**src/rtl/bnn_pkg.sv**
```systemverilog
// Shared constants and state encoding for the binarized XNOR neuron stage.
// Defaults size the stage for a 32-bit activation vector delivered as four bytes.
package bnn_pkg;

  localparam int CHUNK_W    = 8;
  localparam int NUM_CHUNKS = 4;
  localparam int CNT_W      = $clog2(CHUNK_W * NUM_CHUNKS + 1);

  typedef enum logic [1:0] {
    IDLE  = 2'd0,
    ACCUM = 2'd1,
    DONE  = 2'd2
  } state_t;

  // Width needed to hold a popcount of w bits.
  function automatic int pop_w(input int w);
    return $clog2(w + 1);
  endfunction

endpackage

```
**src/rtl/bnn_xnor_neuron_if.sv**
```systemverilog
// Configuration, activation-stream and result-stream signals of the neuron stage.
// The producer/consumer side uses master; the neuron itself uses slave.
interface bnn_xnor_neuron_if import bnn_pkg::*; #(
  parameter int CHUNK_W = bnn_pkg::CHUNK_W,
  parameter int CNT_W   = bnn_pkg::CNT_W
);

  logic               wt_load;
  logic [CHUNK_W-1:0] wt_data;
  logic               thr_load;
  logic [CNT_W-1:0]   thr_data;
  logic               in_valid;
  logic               in_ready;
  logic [CHUNK_W-1:0] in_data;
  logic               out_valid;
  logic               out_ready;
  logic               out_bit;
  logic [CNT_W-1:0]   out_pop;

  modport master (
    output wt_load, wt_data, thr_load, thr_data, in_valid, in_data, out_ready,
    input  in_ready, out_valid, out_bit, out_pop
  );

  modport slave (
    input  wt_load, wt_data, thr_load, thr_data, in_valid, in_data, out_ready,
    output in_ready, out_valid, out_bit, out_pop
  );

endinterface

```
**src/rtl/bnn_popcount.sv**
```systemverilog
// Combinational population count of a W-bit word.
module bnn_popcount import bnn_pkg::*; #(
  parameter int W     = bnn_pkg::CHUNK_W,
  parameter int OUT_W = $clog2(W + 1)
) (
  input  logic [W-1:0]     bits,
  output logic [OUT_W-1:0] count
);

  always_comb begin
    count = '0;
    for (int i = 0; i < W; i++) begin
      count = count + OUT_W'(bits[i]);
    end
  end

endmodule

```
**src/rtl/bnn_xnor_neuron.sv**
```systemverilog
// Binarized neuron: XNOR each activation chunk with its stored weight chunk,
// accumulate the popcount over a vector and emit popcount plus sign bit.
module bnn_xnor_neuron import bnn_pkg::*; #(
  parameter int CHUNK_W    = bnn_pkg::CHUNK_W,
  parameter int NUM_CHUNKS = bnn_pkg::NUM_CHUNKS,
  parameter int CNT_W      = bnn_pkg::CNT_W
) (
  input  logic               clk,
  input  logic               rst_n,
  bnn_xnor_neuron_if.slave   bus
);

  localparam int IDX_W = (NUM_CHUNKS > 1) ? $clog2(NUM_CHUNKS) : 1;
  localparam int PW    = pop_w(CHUNK_W);
  localparam logic [IDX_W-1:0] LAST_IDX = IDX_W'(NUM_CHUNKS - 1);

  state_t             state_reg;
  logic [IDX_W-1:0]   chunk_idx_reg;
  logic [IDX_W-1:0]   wt_ptr_reg;
  logic [CNT_W-1:0]   acc_reg;
  logic [CNT_W-1:0]   thr_reg;
  logic [CNT_W-1:0]   out_pop_reg;
  logic               out_valid_reg;
  logic               out_bit_reg;

  logic [CHUNK_W-1:0] weight_arr [NUM_CHUNKS];
  logic [CHUNK_W-1:0] sel_weight;
  logic [CHUNK_W-1:0] xnor_bits;
  logic [PW-1:0]      chunk_pop;
  logic [CNT_W-1:0]   acc_base;
  logic [CNT_W-1:0]   sum_next;
  logic               in_ready_int;
  logic               accept;
  logic               cfg_idle;
  logic               wt_we;

  // Ready drops with reset so nothing is accepted while rst_n is low.
  assign in_ready_int = rst_n & (state_reg != DONE);
  assign accept       = bus.in_valid & in_ready_int;
  assign cfg_idle     = (state_reg == IDLE);
  assign wt_we        = bus.wt_load & cfg_idle;

  genvar gi;
  generate
    for (gi = 0; gi < NUM_CHUNKS; gi++) begin : g_wslot
      logic [CHUNK_W-1:0] slot_reg;

      always_ff @(posedge clk or negedge rst_n) begin
        if (!rst_n) begin
          slot_reg <= '0;
        end else if (wt_we && (wt_ptr_reg == IDX_W'(gi))) begin
          slot_reg <= bus.wt_data;
        end
      end

      assign weight_arr[gi] = slot_reg;
    end
  endgenerate

  assign sel_weight = weight_arr[chunk_idx_reg];
  assign xnor_bits  = ~(bus.in_data ^ sel_weight);

  bnn_popcount #(
    .W     (CHUNK_W),
    .OUT_W (PW)
  ) u_popcount (
    .bits  (xnor_bits),
    .count (chunk_pop)
  );

  // A new frame always starts from zero, whatever acc_reg still holds.
  assign acc_base = cfg_idle ? '0 : acc_reg;
  assign sum_next = acc_base + CNT_W'(chunk_pop);

  always_ff @(posedge clk or negedge rst_n) begin
    if (!rst_n) begin
      state_reg     <= IDLE;
      chunk_idx_reg <= '0;
      wt_ptr_reg    <= '0;
      acc_reg       <= '0;
      thr_reg       <= '0;
      out_pop_reg   <= '0;
      out_valid_reg <= 1'b0;
      out_bit_reg   <= 1'b0;
    end else begin
      if (cfg_idle && bus.thr_load) begin
        thr_reg <= bus.thr_data;
      end
      if (wt_we) begin
        wt_ptr_reg <= (wt_ptr_reg == LAST_IDX) ? '0 : wt_ptr_reg + IDX_W'(1);
      end

      case (state_reg)
        IDLE, ACCUM: begin
          if (accept) begin
            acc_reg <= sum_next;
            if (chunk_idx_reg == LAST_IDX) begin
              state_reg     <= DONE;
              chunk_idx_reg <= '0;
              out_valid_reg <= 1'b1;
              out_pop_reg   <= sum_next;
              out_bit_reg   <= (sum_next >= thr_reg);
            end else begin
              state_reg     <= ACCUM;
              chunk_idx_reg <= chunk_idx_reg + IDX_W'(1);
            end
          end
        end
        DONE: begin
          if (bus.out_ready) begin
            state_reg     <= IDLE;
            out_valid_reg <= 1'b0;
            acc_reg       <= '0;
          end
        end
        default: begin
          state_reg <= IDLE;
        end
      endcase
    end
  end

  assign bus.in_ready  = in_ready_int;
  assign bus.out_valid = out_valid_reg;
  assign bus.out_pop   = out_pop_reg;
  assign bus.out_bit   = out_bit_reg;

endmodule
```
**src/flat_wrapper.sv**
```systemverilog
// flat-port wrapper written by rule: the top's interface ports become plain ports
module bnn_xnor_neuron_flat import bnn_pkg::*;
#(
  parameter int CHUNK_W    = bnn_pkg::CHUNK_W,
  parameter int NUM_CHUNKS = bnn_pkg::NUM_CHUNKS,
  parameter int CNT_W      = bnn_pkg::CNT_W
)
  (clk, rst_n, bus_wt_load, bus_wt_data, bus_thr_load, bus_thr_data, bus_in_valid, bus_in_data, bus_out_ready, bus_in_ready, bus_out_valid, bus_out_bit, bus_out_pop);
  bnn_xnor_neuron_if #(.CHUNK_W(CHUNK_W), .CNT_W(CNT_W)) bus_i ();
  input  logic clk;
  input  logic rst_n;
  input wire logic [$bits(bus_i.wt_load)-1:0] bus_wt_load;
  input wire logic [$bits(bus_i.wt_data)-1:0] bus_wt_data;
  input wire logic [$bits(bus_i.thr_load)-1:0] bus_thr_load;
  input wire logic [$bits(bus_i.thr_data)-1:0] bus_thr_data;
  input wire logic [$bits(bus_i.in_valid)-1:0] bus_in_valid;
  input wire logic [$bits(bus_i.in_data)-1:0] bus_in_data;
  input wire logic [$bits(bus_i.out_ready)-1:0] bus_out_ready;
  output wire logic [$bits(bus_i.in_ready)-1:0] bus_in_ready;
  output wire logic [$bits(bus_i.out_valid)-1:0] bus_out_valid;
  output wire logic [$bits(bus_i.out_bit)-1:0] bus_out_bit;
  output wire logic [$bits(bus_i.out_pop)-1:0] bus_out_pop;
  assign bus_i.wt_load = bus_wt_load;
  assign bus_i.wt_data = bus_wt_data;
  assign bus_i.thr_load = bus_thr_load;
  assign bus_i.thr_data = bus_thr_data;
  assign bus_i.in_valid = bus_in_valid;
  assign bus_i.in_data = bus_in_data;
  assign bus_i.out_ready = bus_out_ready;
  assign bus_in_ready = bus_i.in_ready;
  assign bus_out_valid = bus_i.out_valid;
  assign bus_out_bit = bus_i.out_bit;
  assign bus_out_pop = bus_i.out_pop;
  bnn_xnor_neuron #(.CHUNK_W(CHUNK_W), .NUM_CHUNKS(NUM_CHUNKS), .CNT_W(CNT_W)) u_core (.clk(clk), .rst_n(rst_n), .bus(bus_i));
endmodule
```
**config.mk**
```make
export PLATFORM = sky130hd
export DESIGN_NAME = bnn_xnor_neuron_flat
export DESIGN_NICKNAME = d
export VERILOG_FILES = /design/src/rtl/bnn_pkg.sv /design/src/rtl/bnn_xnor_neuron_if.sv /design/src/rtl/bnn_popcount.sv /design/src/rtl/bnn_xnor_neuron.sv /design/src/flat_wrapper.sv
export SDC_FILE = /design/constraint.sdc
export NUM_CORES = 1
export LEC_CHECK = 0
export CAP_MARGIN = 20
export CORE_ASPECT_RATIO = 1.4
export CORE_MARGIN = 2
export CORE_UTILIZATION = 56
export DETAILED_ROUTE_END_ITERATION = 7
export PLACE_DENSITY = 0.89
export SYNTH_ARGS = -nofsm -noshare
export SYNTH_HDL_FRONTEND = slang
export SYNTH_HIERARCHICAL = 1
export SYNTH_SLANG_ARGS = --single-unit
```
**constraint.sdc**
```tcl
create_clock -name clk -period 7 [get_ports clk]
set_input_delay 1.75 -clock clk [delete_from_list [all_inputs] [get_ports clk]]
set_output_delay 1.75 -clock clk [all_outputs]
set_load 0.05 [all_outputs]
```
Yosys cells after proc, flatten, opt, wreduce, memory -nomap -nowiden
Cells that the tools add are included.

Add/subtract/negate cells: 10. Order comparisons: 2. Equal/unequal tests: 10. Muxes and demuxes: 17. Bitwise logic cells: 6. Reduce and logical (&&, ||, !) cells: 14.

Operators by type and width (number): $mux 6 (3); $add 4x1->4 (4); $bmux 8 s2 (1); $mux 8 (2); $pmux 6 s2 (1); $mux 2 (5); $eq 2x2->1 const B (4); $not 8->8 (1); $xor 8x8->8 (1); $add 6x4->6 (1); $ge 6x6->1 (1); $reduce_and 3->1 (2); $logic_and 1x1->1 (5); $add 2x1->2 const B (2); $add 3x1->4 (1); $eq 2x1->1 const B (2); $logic_not 2->1 (2); $ne 2x1->1 const B (2); $ne 2x2->1 const B (2); $pmux 2 s2 (1); $reduce_and 2->1 (2); $reduce_and 4->1 (1); $add 2x1->3 (1); $and 1x1->1 (3); other kinds (7) (9).

Register bits: 58. Input bits: 28. Output and inout port bits: 9.

Depth between registers and ports, before layout
Depth after elaboration: 16. Depth in mapped cells: 22.

By module
Netlist, hierarchy kept.

Modules (own cells, without submodules): bnn_xnor_neuron (times used 1, cells each 236, area each 3022.9 µm², sequential area each 1451.4 µm²); bnn_popcount (times used 1, cells each 24, area each 190.2 µm², sequential area each 0.0 µm²).

Least setup slack after synthesis
Ideal clock, no wire load.

Path type: input port to flip-flop. Start point: input bus_in_data[0]. End point: register u_core.out_bit_reg, in the netlist u_core/bus.out_bit. Library setup time: 0.135 ns. Arrival time: 5.829 ns. Required time: 6.865 ns. Path slack: 1.036 ns. Cell stages on the path: 20. Buffers on the path: 0. Path through: xnor2_1 inv_1 fa_1 fa_1 fa_1 inv_1 ha_1 inv_1 fa_1 inv_1 inv_1 fa_1 nor2b_1 o21ai_1 a21oi_1 nor2_1 ha_1 and3_1 a221oi_1 o21ai_0.

Cells in the longest elaborated chain, start to end: 11.

RTL lines: start: declaration (line flat_wrapper.sv:17) `input wire logic [$bits(bus_i.in_data)-1:0] bus_in_data;`; $xor 8x8->8 (line bnn_xnor_neuron.sv:61) `assign xnor_bits = ~(bus.in_data ^ sel_weight);`; $not 8->8 (line bnn_xnor_neuron.sv:61); $add 1x1->2 (line bnn_popcount.sv:13) `count = count + OUT_W'(bits[i]);`; $add 2x1->3 (line bnn_popcount.sv:13); $add 3x1->4 (line bnn_popcount.sv:13); $add 4x1->4 (4 in a row) (line bnn_popcount.sv:13); named net u_core.chunk_pop[1] (line bnn_xnor_neuron.sv:29) `logic [PW-1:0] chunk_pop;`; $add 6x4->6 (line bnn_xnor_neuron.sv:73) `assign sum_next = acc_base + CNT_W'(chunk_pop);`; named net u_core.sum_next[4] (line bnn_xnor_neuron.sv:31) `logic [CNT_W-1:0] sum_next;`; $ge 6x6->1 (line bnn_xnor_neuron.sv:102) `out_bit_reg <= (sum_next >= thr_reg);`; end signal: assignment (line bnn_xnor_neuron.sv:102); end: declaration (line bnn_xnor_neuron.sv:24) `logic out_bit_reg;`.

The timed path passes the listed nets, and every way through them passes these cells. A chain may end at the register's enable or synchronous reset.

Worst setup path in the final report
Start point: input bus_in_data[0]. End point: register u_core.out_bit_reg, in the netlist u_core/bus.out_bit.

Cells in the longest elaborated chain, start to end: 11.

RTL lines: $xor 8x8->8 (line bnn_xnor_neuron.sv:61); $not 8->8 (line bnn_xnor_neuron.sv:61); named net u_core.xnor_bits[0] (line bnn_xnor_neuron.sv:28) `logic [CHUNK_W-1:0] xnor_bits;`; $add 1x1->2 (line bnn_popcount.sv:13); $add 2x1->3 (line bnn_popcount.sv:13); $add 3x1->4 (line bnn_popcount.sv:13); $add 4x1->4 (4 in a row) (line bnn_popcount.sv:13); named net u_core.chunk_pop[1] (line bnn_xnor_neuron.sv:29); $add 6x4->6 (line bnn_xnor_neuron.sv:73); named net u_core.sum_next[2] (line bnn_xnor_neuron.sv:31); $ge 6x6->1 (line bnn_xnor_neuron.sv:102).

The timed path passes the listed nets, and every way through them passes these cells.

==> flow_metrics.tcl <==
set metrics [dict create \
    ys_ff_latch 58 \
    vias 2068 \
    cp_num_buf_inv 6 \
    cts.sinks 58 \
    dr_wl_met2_mm 3.19 \
    timing.fmax_mhz 156 \
    tightest_slew_ns 0.761 \
    ios 37 \
    num_rows 32 \
    first_global_vias 2164 \
    synthDistinctLibCells 35 \
    drt_drc_violations_left 0 \
    path_max_fanout 3 \
    max_cap_violations 0 \
    grt_start_max_net_pins 64 \
    first_iter_violations 88 \
    grt-ovfl-total 0 \
    portBuffers 36 \
    ctsHtreeMaxLevel 3 \
    avgRoutedWirePerCell_um 16.3 \
    yosys_warnings 6 \
    critPathLaunchType "primary input" \
    clk_latency_ns 0.34 \
    antenna_found_initial 0 \
    synth_top_area_share_pct 45.2 \
    track_usage_pct 22.0 \
    grt_pass1_wl_mm 9.96 \
    diodes 0 \
    fin_nets 350 \
    status "finished, final reports clean" \
    synth_xor_area_share_pct 3.27 \
    skew_ns 0.00606 \
    worstPathArrival_ns 6.60 \
    post_cts_resize_count 0 \
    slew_viol_final 0 \
    largest_register_ffs 32 \
    clk_path_buf_depth 2 \
    top_layer_used "met4" \
    syn_avg_cell_area_sq_um 12.4 \
    synth_top_family_by_area "multiplexers" \
    synth_fa_ha_area_share_pct 10.1 \
    synth-simple-area-share_pct 7.98 \
    syn_nets 311 \
    ys_seq_area_share_pct 45.2 \
    tritoncts "yes" \
    via_per_inst 5.56 \
    numCtsBuffers 9 \
    relSlewSlack_pct 49.3 \
    cts_hold_buffers 0 \
    crit_type "primary input to register" \
    initial_core_util_pct 58.2 \
    cts_root_buffer "clkbuf_8" \
    fin_crit_ns 6.40 \
    dr.pass1.iters 4 \
    synthCells 260 \
    period_share_pct 91.4 \
    critPathSlowestCell "fa_1" \
    cp_cell_sequence "clkdlybuf4s50_1 > xnor2_1 > inv_1 > fa_1 > fa_1 > fa_1 > inv_1 > ha_1 > inv_1 > fa_1 > inv_1 > inv_1 > fa_1 > xnor2_1 > ha_1 > a21oi_1 > o21ai_0 > a221oi_1 > o21ai_0" \
    post_cts_buffers 0 \
    coreArea_sq_um 5530 \
    slowest_delay_ns 0.54 \
    place_hpwl_mm 4.39 \
    area_growth_pct 19.0 \
    tns_ns 0 \
    hp-class "register to register" \
    crit_family "adder cells" \
    fp.dieW_um 68.0 \
    yosysTopAreaCell "dfrtp_1" \
    wl_met3_um 260 \
    rsz0062_at_grt "false" \
    path_clk_slew_ns 0.07 \
    die-area_sq_um 6370 \
    wl_met1_mm 2.41 \
    fp.dieH_um 93.6 \
    wirelength_mm 6.05 \
    hold_violations 0 \
    postRouteAntennaNets 0 \
    synth_mux_area_share_pct 20.1 \
    netlist_top_cells_area "dfrtp_1 45%, mux2_4 7.5%, ha_1 7.0%" \
    setup_viol 0 \
    cp_data_required_time_ns 7.20 \
    synth_compound_area_share_pct 7.83 \
    synth_area_sq_um 3210 \
    drive_gt1_share_pct 22.7 \
    gp_congestion 0.907 \
    end_kind "register" \
]
==> kinds of logic (layout without fill, tap and decap cells) <==
family | count (synthesis) | count (layout)
muxes | 44 | 44
and+or+nand+nor | 47 | 47
adders and majority gates | 23 | 23
xor gates and xnor gates | 12 | 12
DFF | 58 | 58
AOI/OAI and AO/OA | 38 | 38
buffers and inverters | 38 | 82
==> worst register-to-register path: stages (launching register included) <==
cell and delay, ns:
dfrtp_1 0.32, buf_4 0.22, mux4_2 0.55, xnor2_1 0.14
inv_1 0.07, fa_1 0.54, fa_1 0.43, fa_1 0.49
inv_1 0.04, ha_1 0.18, inv_1 0.07, fa_1 0.40
inv_1 0.09, inv_1 0.06, fa_1 0.45, xnor2_1 0.34
ha_1 0.33, a21oi_1 0.20, o21ai_0 0.16, a221oi_1 0.32
o21ai_0 0.11
==> metrics by stage <==
step / hold slack (ns) / instance area [sq um] / utilization, % / worst slack (ns) / std cells
2_1_floorplan: 0.444 / 3210 / - / 1.04 / 260
3_3_place_gp: 0.460 / 3600 / 65.1 / 0.466 / 356
3_5_place_dp: 0.472 / 3600 / 65.1 / 0.356 / 356
4_1_cts: 0.488 / 3820 / 69.2 / 0.652 / 372
5_1_grt: 0.514 / 3820 / 69.2 / 0.381 / 372
6_report: 0.489 / 3820 / 69.2 / 0.604 / 372
==> cells in the final DEF, fill, tap and decap left out, drive strengths merged <==
cell           count
dfrtp             58
mux2              36
clkdlybuf4s50     35
inv               28
nand2             20
ha                18
o21ai             16
xnor2             12
clkbuf            10
mux4               8
a21oi              7
and3               7
nor2b              5
a21o               5
fa                 5
nor2               5
a22o               3
clkinv             3
buf                3
bufinv             2
and2b              2
and2               2
o31ai              2
nor3               2
clkinvlp           1
nand4b             1
and3b              1
nand3b             1
nand2b             1
a31oi              1
a221oi             1
a311oi             1
a31o               1
a32o               1
==> final cells by class <==
type                            instances  area (sq um)
Multi-Input combinational cell        164          1580
Fill cell                             390          1700
Clock inverter                          6          90.1
Tap cell                               68          85.1
Sequential cell                        58          1450
Timing Repair Buffer                   38           370
Inverter                               28           105
Clock buffer                           10           138
==> per-layer routing <==
layer / track usage [%] / vias to the layer above
li1: - / 975
met1: 25.7 / 1020
met2: 36.0 / 56
met3: 5.66 / 17
met4: 12.2 / 0
met5: 0 / -
==> worst paths after layout <==
check / slack [ns] / cells past startpoint / endpoint / from
setup / recovery: 0.60 / 19 / u_core/bus.out_bit / bus_in_data[0]
hold / removal: 0.49 / 2 / u_core/bus.out_pop[5] / u_core/bus.out_pop[5]
setup reg to reg: 1.38 / 20 / u_core/bus.out_bit / u_core/chunk_idx_reg[0]
hold reg to reg: 0.49 / 2 / u_core/bus.out_pop[5] / u_core/bus.out_pop[5]
max in group asynchronous: 4.90 / 2 / u_core/bus.out_pop[4] / rst_n
min in group asynchronous: 1.60 / 2 / u_core/thr_reg[5] / rst_n
==> Yosys cell counts, drive strengths merged <==
| library cell | n |
|---|---|
| a311oi | 1 |
| a31oi | 1 |
| and3b | 1 |
| nand2 | 20 |
| dfrtp | 58 |
| a221oi | 1 |
| nor2 | 5 |
| clkbuf | 2 |
| and2b | 2 |
| a32o | 1 |
| nor3 | 2 |
| a22o | 3 |
| nand4b | 1 |
| a31o | 1 |
| and2 | 2 |
| nor2b | 5 |
| a21oi | 7 |
| a21o | 5 |
| fa | 5 |
| mux4 | 8 |
| buf | 8 |
| nand2b | 1 |
| inv | 28 |
| o31ai | 2 |
| mux2 | 36 |
| o21ai | 16 |
| xnor2 | 12 |
| nand3b | 1 |
| ha | 18 |
| and3 | 7 |
Power is not shown: default switching activity piles up to over one toggle a cycle in this logic, so the estimate is an artifact.
